File: config.mk
export PLATFORM = sky130hd
export DESIGN_NAME = ps2_note_tracker
export DESIGN_NICKNAME = d
export VERILOG_FILES = /design/src/rtl/ps2_synth_pkg.sv /design/src/rtl/ps2_key_map.sv /design/src/rtl/ps2_note_tracker.sv
export SDC_FILE = /design/constraint.sdc
export NUM_CORES = 1
export LEC_CHECK = 0
export ABC_AREA = 1
export BUFFER_PORTS_ARGS = -buffer_cell sky130_fd_sc_hd__buf_2
export CAP_MARGIN = 20
export CORE_AREA = 2 2 88 90
export DETAILED_ROUTE_END_ITERATION = 6
export DIE_AREA = 0 0 90 92
export GPL_ROUTABILITY_DRIVEN = 0
export GPL_TIMING_DRIVEN = 0
export PLACE_DENSITY_LB_ADDON = 0.05
export SLEW_MARGIN = 20
export SYNTH_ARGS = -nofsm -noshare
export SYNTH_HDL_FRONTEND = slang
export SYNTH_SLANG_ARGS = --single-unit
export TNS_END_PERCENT = 50
File: constraint.sdc
create_clock -name clk -period 2.4 [get_ports clk]
set_clock_uncertainty 0.1 [all_clocks]
set_input_delay 0.12 -clock clk [delete_from_list [all_inputs] [get_ports clk]]
set_output_delay 0.12 -clock clk [all_outputs]
set_load 0.1 [all_outputs]
File: src/rtl/ps2_synth_pkg.sv
// Shared scan-code constants, decoder state type and key-map lookup for the
// PS/2 keyboard synth front end.
package ps2_synth_pkg;

  localparam logic [7:0] SC_BREAK   = 8'hF0;
  localparam logic [7:0] SC_EXT     = 8'hE0;

  localparam logic [7:0] SC_KEY_Z     = 8'h1A;
  localparam logic [7:0] SC_KEY_S     = 8'h1B;
  localparam logic [7:0] SC_KEY_X     = 8'h22;
  localparam logic [7:0] SC_KEY_D     = 8'h23;
  localparam logic [7:0] SC_KEY_C     = 8'h21;
  localparam logic [7:0] SC_KEY_V     = 8'h2A;
  localparam logic [7:0] SC_KEY_G     = 8'h34;
  localparam logic [7:0] SC_KEY_B     = 8'h32;
  localparam logic [7:0] SC_KEY_H     = 8'h33;
  localparam logic [7:0] SC_KEY_N     = 8'h31;
  localparam logic [7:0] SC_KEY_J     = 8'h3B;
  localparam logic [7:0] SC_KEY_M     = 8'h3A;
  localparam logic [7:0] SC_KEY_COMMA = 8'h41;

  localparam logic [7:0] SC_OCT_DOWN  = 8'h4E;
  localparam logic [7:0] SC_OCT_UP    = 8'h55;

  typedef enum logic [1:0] {
    DEC_IDLE,
    DEC_BRK,
    DEC_EXT,
    DEC_EXT_BRK
  } dec_state_e;

  typedef struct packed {
    logic       valid;
    logic       is_octave;
    logic       up;
    logic [3:0] semitone;
  } key_info_t;

  // Maps a scan code to its musical meaning; semitone doubles as key index.
  function automatic key_info_t key_lookup(input logic [7:0] code);
    key_info_t info;
    info       = '0;
    info.valid = 1'b1;
    case (code)
      SC_KEY_Z:     info.semitone = 4'd0;
      SC_KEY_S:     info.semitone = 4'd1;
      SC_KEY_X:     info.semitone = 4'd2;
      SC_KEY_D:     info.semitone = 4'd3;
      SC_KEY_C:     info.semitone = 4'd4;
      SC_KEY_V:     info.semitone = 4'd5;
      SC_KEY_G:     info.semitone = 4'd6;
      SC_KEY_B:     info.semitone = 4'd7;
      SC_KEY_H:     info.semitone = 4'd8;
      SC_KEY_N:     info.semitone = 4'd9;
      SC_KEY_J:     info.semitone = 4'd10;
      SC_KEY_M:     info.semitone = 4'd11;
      SC_KEY_COMMA: info.semitone = 4'd12;
      SC_OCT_DOWN:  info.is_octave = 1'b1;
      SC_OCT_UP: begin
        info.is_octave = 1'b1;
        info.up        = 1'b1;
      end
      default:      info.valid = 1'b0;
    endcase
    return info;
  endfunction

endpackage

File: src/rtl/ps2_key_map.sv
// Combinational scan-code to key-info lookup.
module ps2_key_map
  import ps2_synth_pkg::*;
(
  input  logic [7:0] code_i,
  output key_info_t  info_o
);

  assign info_o = key_lookup(code_i);

endmodule

File: src/rtl/ps2_note_tracker.sv
// Polyphonic note tracker: decodes PS/2 make/break bytes, manages octave
// shift and allocates held keys to voice slots with one-cycle events.
module ps2_note_tracker
  import ps2_synth_pkg::*;
#(
  parameter int NUM_VOICES = 4,
  parameter int NOTE_W     = 7,
  parameter int BASE_NOTE  = 60,
  parameter int OCT_MAX    = 2
) (
  input  logic                         clk,
  input  logic                         reset,
  input  logic [7:0]                   scan_code,
  input  logic                         scan_valid,
  input  logic                         panic,
  output logic [NUM_VOICES-1:0]        voice_gate,
  output logic [NUM_VOICES*NOTE_W-1:0] voice_note,
  output logic                         ev_on,
  output logic                         ev_off,
  output logic [2:0]                   ev_voice,
  output logic [NOTE_W-1:0]            ev_note,
  output logic                         overflow,
  output logic [2:0]                   octave
);

  localparam int IDX_W = (NUM_VOICES > 1) ? $clog2(NUM_VOICES) : 1;
  localparam logic signed [2:0] OCT_HI = 3'(OCT_MAX);
  localparam logic signed [2:0] OCT_LO = 3'(-OCT_MAX);

  if (NUM_VOICES < 1 || NUM_VOICES > 8 || OCT_MAX < 0 || OCT_MAX > 3 ||
      BASE_NOTE - 12*OCT_MAX < 0 ||
      BASE_NOTE + 12*OCT_MAX + 12 >= (1 << NOTE_W)) begin : g_param_err
    $error("ps2_note_tracker: parameter set out of range");
  end

  dec_state_e                       state_q, state_d;
  logic [NUM_VOICES-1:0]            gate_q, gate_d;
  logic [3:0]                       key_q [NUM_VOICES];
  logic [3:0]                       key_d [NUM_VOICES];
  logic [NUM_VOICES-1:0][NOTE_W-1:0] note_q, note_d;
  logic signed [2:0]                octave_q, octave_d;
  logic                             ev_on_q, ev_on_d;
  logic                             ev_off_q, ev_off_d;
  logic                             overflow_q, overflow_d;
  logic [2:0]                       ev_voice_q, ev_voice_d;
  logic [NOTE_W-1:0]                ev_note_q, ev_note_d;

  key_info_t          key_info;
  logic               is_make, is_break;
  logic               hit, free_found;
  logic [IDX_W-1:0]   hit_idx, free_idx;
  logic [NOTE_W-1:0]  new_note;

  ps2_key_map u_key_map (
    .code_i (scan_code),
    .info_o (key_info)
  );

  assign is_make  = scan_valid && !panic && (state_q == DEC_IDLE) &&
                    (scan_code != SC_BREAK) && (scan_code != SC_EXT);
  assign is_break = scan_valid && !panic && (state_q == DEC_BRK) &&
                    (scan_code != SC_BREAK);

  assign new_note = NOTE_W'(BASE_NOTE + 12 * int'(octave_q) + int'(key_info.semitone));

  // Decoder state register.
  always_ff @(posedge clk) begin
    if (reset) state_q <= DEC_IDLE;
    else       state_q <= state_d;
  end

  // Decoder next state; advances only on valid bytes, panic forces IDLE.
  always_comb begin
    state_d = state_q;
    if (panic) begin
      state_d = DEC_IDLE;
    end else if (scan_valid) begin
      case (state_q)
        DEC_IDLE: begin
          if (scan_code == SC_BREAK)    state_d = DEC_BRK;
          else if (scan_code == SC_EXT) state_d = DEC_EXT;
        end
        DEC_BRK:     if (scan_code != SC_BREAK) state_d = DEC_IDLE;
        DEC_EXT:     state_d = (scan_code == SC_BREAK) ? DEC_EXT_BRK : DEC_IDLE;
        DEC_EXT_BRK: state_d = DEC_IDLE;
        default:     state_d = DEC_IDLE;
      endcase
    end
  end

  // Slot search: held slot with matching key index, and lowest free slot.
  always_comb begin
    hit        = 1'b0;
    hit_idx    = '0;
    free_found = 1'b0;
    free_idx   = '0;
    for (int unsigned i = 0; i < NUM_VOICES; i++) begin
      if (gate_q[i] && (key_q[i] == key_info.semitone) && !hit) begin
        hit     = 1'b1;
        hit_idx = IDX_W'(i);
      end
      if (!gate_q[i] && !free_found) begin
        free_found = 1'b1;
        free_idx   = IDX_W'(i);
      end
    end
  end

  // Slot table, octave and event next-state.
  always_comb begin
    gate_d     = gate_q;
    key_d      = key_q;
    note_d     = note_q;
    octave_d   = octave_q;
    ev_on_d    = 1'b0;
    ev_off_d   = 1'b0;
    overflow_d = 1'b0;
    ev_voice_d = ev_voice_q;
    ev_note_d  = ev_note_q;
    if (panic) begin
      gate_d = '0;
    end else if (is_make && key_info.valid) begin
      if (key_info.is_octave) begin
        if (key_info.up) begin
          if (octave_q < OCT_HI) octave_d = octave_q + 3'sd1;
        end else if (octave_q > OCT_LO) begin
          octave_d = octave_q - 3'sd1;
        end
      end else if (!hit) begin
        if (free_found) begin
          gate_d[free_idx] = 1'b1;
          key_d[free_idx]  = key_info.semitone;
          note_d[free_idx] = new_note;
          ev_on_d          = 1'b1;
          ev_voice_d       = 3'(free_idx);
          ev_note_d        = new_note;
        end else begin
          overflow_d = 1'b1;
        end
      end
    end else if (is_break && key_info.valid && !key_info.is_octave && hit) begin
      // Released by key index so an octave change while held is harmless.
      gate_d[hit_idx] = 1'b0;
      ev_off_d        = 1'b1;
      ev_voice_d      = 3'(hit_idx);
      ev_note_d       = note_q[hit_idx];
    end
  end

  // Datapath registers.
  always_ff @(posedge clk) begin
    if (reset) begin
      gate_q     <= '0;
      key_q      <= '{default: '0};
      note_q     <= '0;
      octave_q   <= '0;
      ev_on_q    <= 1'b0;
      ev_off_q   <= 1'b0;
      overflow_q <= 1'b0;
      ev_voice_q <= '0;
      ev_note_q  <= '0;
    end else begin
      gate_q     <= gate_d;
      key_q      <= key_d;
      note_q     <= note_d;
      octave_q   <= octave_d;
      ev_on_q    <= ev_on_d;
      ev_off_q   <= ev_off_d;
      overflow_q <= overflow_d;
      ev_voice_q <= ev_voice_d;
      ev_note_q  <= ev_note_d;
    end
  end

  assign voice_gate = gate_q;
  assign voice_note = note_q;
  assign ev_on      = ev_on_q;
  assign ev_off     = ev_off_q;
  assign ev_voice   = ev_voice_q;
  assign ev_note    = ev_note_q;
  assign overflow   = overflow_q;
  assign octave     = octave_q;

endmodule

==> flow_summary.json <==
{
  "drive_gt1_share_pct": 30.1,
  "setup_viol": 0,
  "critical_path_class": "flop to flop",
  "core_um2": 7450,
  "synthArstFlopShare_pct": 0,
  "finish.utilization_pct": 62.5,
  "fillCellCount": 735,
  "stdcell_area_um2": 4660,
  "worstPathMaxFanout": 4,
  "postRouteAntennaNets": 0,
  "max_clock_freq_mhz": 431,
  "ir_drop_v": 0.000370,
  "portBuffers": 58,
  "vias": 3955,
  "worst_slew_pin_slew_ns": 0.737,
  "avgSynthCellArea_um2": 6.59,
  "p_leak_uw": 0.00223,
  "post_drt_wl_per_cell_um": 14.9,
  "fin_ws_ns": 0.0816,
  "seq_area_frac_synth_pct": 30.8,
  "grt_pass1_wl_um": 18100,
  "crit_arrival_ns": 2.42,
  "die_w_um": 90,
  "maxSlewViolCount": 0,
  "synth_cells": 562,
  "dr.pass1.iters": 5,
  "required_ns": 2.51,
  "cts_root_buffer": "clkbuf_8",
  "placed_cell_area_um2": 4160,
  "grt_pass1_vias": 3763,
  "worstHoldPathType": "input pin to flop",
  "netlist_area_um2": 3700,
  "grt_max_degree": 12,
  "synth_cell_type_count": 39,
  "track_usage_pct": 27.5,
  "status": "finished clean",
  "die_h_um": 92,
  "hold_viol": 0,
  "drt-total-wl_um": 11300,
  "slew_headroom_pct": 50.7,
  "critPathCaptureType": "flop",
  "routed_via_density": 5.20,
  "multi_input_area_um2": 2310,
  "synth_flop_cell": "dfxtp_1",
  "placementRows": 32,
  "hpwl_um": 8130,
  "area_growth_pct": 25.7,
  "cap_violations": 0,
  "n_antenna_cell": 0,
  "tritoncts": "yes",
  "ios": 60,
  "start_util_pct": 49.7,
  "nets": 675,
  "cts.sinks": 57,
  "cts_hold_buf": 0,
  "post-place-ws_ns": -0.503,
  "htreeDepth": 3,
  "synth_seq_cells": 57,
  "regArea_um2": 1150,
  "synth_edf_count": 0,
  "clockBufferDepth": 2,
  "antenna_found_initial": 0,
  "fin_crit_sh_pct": 96.6,
  "die_area_um2": 8280,
  "insertion_delay_ns": 0.34,
  "cts.clk_slew.worst_paths_ns": 0.08,
  "hold_slack_ns": 0.0262,
  "yosys_warnings": 0,
  "power_density_nw_per_um2": 439,
  "overflow": 0,
  "cts_buffers": 9,
  "drc": 0,
  "synth_fp_nets": 584,
  "start_kind": "flop",
  "period_minus_slack_ns": 2.32,
  "drtIter0Drc": 248
}
==> cells in the mapped netlist (5+ instances only) <==
master / instances / share of area, %
nand3_2: 9 / 2.4
buf_4: 12 / 2.4
nor2_4: 6 / 1.8
inv_2: 13 / 1.3
nand2_4: 5 / 1.5
nand2_1: 121 / 12
o21ai_0: 18 / 2.4
clkbuf_1: 6 / 0.61
o21ai_1: 25 / 3.4
nand2_2: 6 / 1.0
nor2_1: 89 / 9.0
dfxtp_1: 57 / 31
inv_1: 54 / 5.5
nor3_1: 5 / 0.68
nand4_1: 11 / 1.9
nand3_1: 29 / 3.9
a21oi_1: 53 / 7.2
ha_1: 8 / 2.7
==> worst max-delay path, cell delays in order, from the launching register on <==
cell	delay, ns
dfxtp_4	0.37
inv_4	0.05
ha_4	0.23
ha_1	0.28
inv_1	0.04
ha_2	0.19
a21o_1	0.20
a21oi_2	0.18
xor2_2	0.28
inv_1	0.08
nand4_1	0.12
a21oi_2	0.07
==> registers in the layout, indices dropped and copies added (netlist names), 2 cells and up <==
name and count:
voice_note 20, key_q 16, ev_note 7, voice_gate 4
octave 3, ev_voice 2, state_q 2
==> path summary, 6_finish.rpt <==
| kind | from | slack (ns) | cells past startpoint | endpoint |
|---|---|---|---|---|
| max | octave[0] | 0.08 | 11 | voice_note[6] |
| min | reset | 0.03 | 4 | voice_gate[3] |
| max reg2reg | octave[0] | 0.08 | 11 | voice_note[6] |
| min reg2reg | ev_voice[1] | 0.36 | 2 | ev_voice[1] |
==> area by class of cell <==
class	count	area share, %
clock inverter	5	0.752
buffer	21	3.22
sequential	57	24.8
multi-input combinational	415	49.5
inverter	68	5.59
clock buffer	11	3.49
tap	102	2.74
timing repair buffer	81	9.89
==> what timing repair did <==
action,CTS,global route
pin swaps,2,15
gates cloned,0,1
setup endpoints to repair,7,36
gates resized for setup,4,32
buffers inserted,5,17
==> metrics by stage <==
step / power, uW / setup TNS (ns) / std cells
after floorplan: 1090 / 0 / 562
after global placement: 1140 / -10.88 / 722
after detailed placement: 1140 / -12.03 / 722
after CTS: 2030 / 0 / 743
after global routing: 2100 / -0.172 / 760
final: 2040 / 0 / 760
==> where the power goes <==
group / switching, uW / leakage (uW) / internal [uW]
sequential: 2.46 / 0.000463 / 947
clock: 435 / 0.0000974 / 468
combinational: 140 / 0.00167 / 50.3
total: 578 / 0.00223 / 1470
==> cells in the final DEF (no fill, tap or decap), types with 2 or more instances in the layout <==
master | Yosys | routed
nand2_1 | 121 | 114
nor2_1 | 89 | 82
buf_2 | 1 | 59
dfxtp_1 | 57 | 51
a21oi_1 | 53 | 50
inv_1 | 54 | 48
buf_4 | 12 | 33
nand3_1 | 29 | 28
o21ai_1 | 25 | 24
o21ai_0 | 18 | 18
inv_2 | 13 | 17
nand4_1 | 11 | 11
nand2_2 | 6 | 10
nor2_4 | 6 | 10
clkbuf_8 | 0 | 10
nand3_2 | 9 | 9
nand2_4 | 5 | 8
nor2_2 | 3 | 6
clkbuf_1 | 6 | 6
nor3_1 | 5 | 5
ha_1 | 8 | 5
buf_6 | 3 | 4
dfxtp_2 | 0 | 4
a21oi_2 | 0 | 3
nor2_8 | 3 | 3
inv_4 | 0 | 3
o21bai_1 | 2 | 2
and3_1 | 2 | 2
xor2_2 | 0 | 2
nand3_4 | 1 | 2
o21ai_2 | 1 | 2
o21a_1 | 2 | 2
a31oi_1 | 3 | 2
ha_4 | 0 | 2
clkinvlp_4 | 0 | 2
dfxtp_4 | 0 | 2
==> routing by layer <==
metal | routed length, um | up-vias | global-route usage [%]
met3 | 632 | 22 | 4.03
met5 | 0 | - | 0
met2 | 5400 | 125 | 46.3
met1 | 5020 | 1816 | 35.2
li1 | - | 1992 | -
met4 | 265 | 0 | 11.9
==> kinds of logic (layout without fill, tap and decap cells) <==
group / after synthesis / count (layout) / synth area share, %
xor+xnor: 4 / 4 / 0.946
buf+inv: 90 / 186 / 11.0
other cells: 1 / 1 / 0.101
fa+ha+maj: 10 / 10 / 3.78
simple gates: 293 / 293 / 38.3
compound gates: 107 / 107 / 15.1
flops: 57 / 57 / 30.8
No activity file was read; power rests on OpenSTA's default activity.
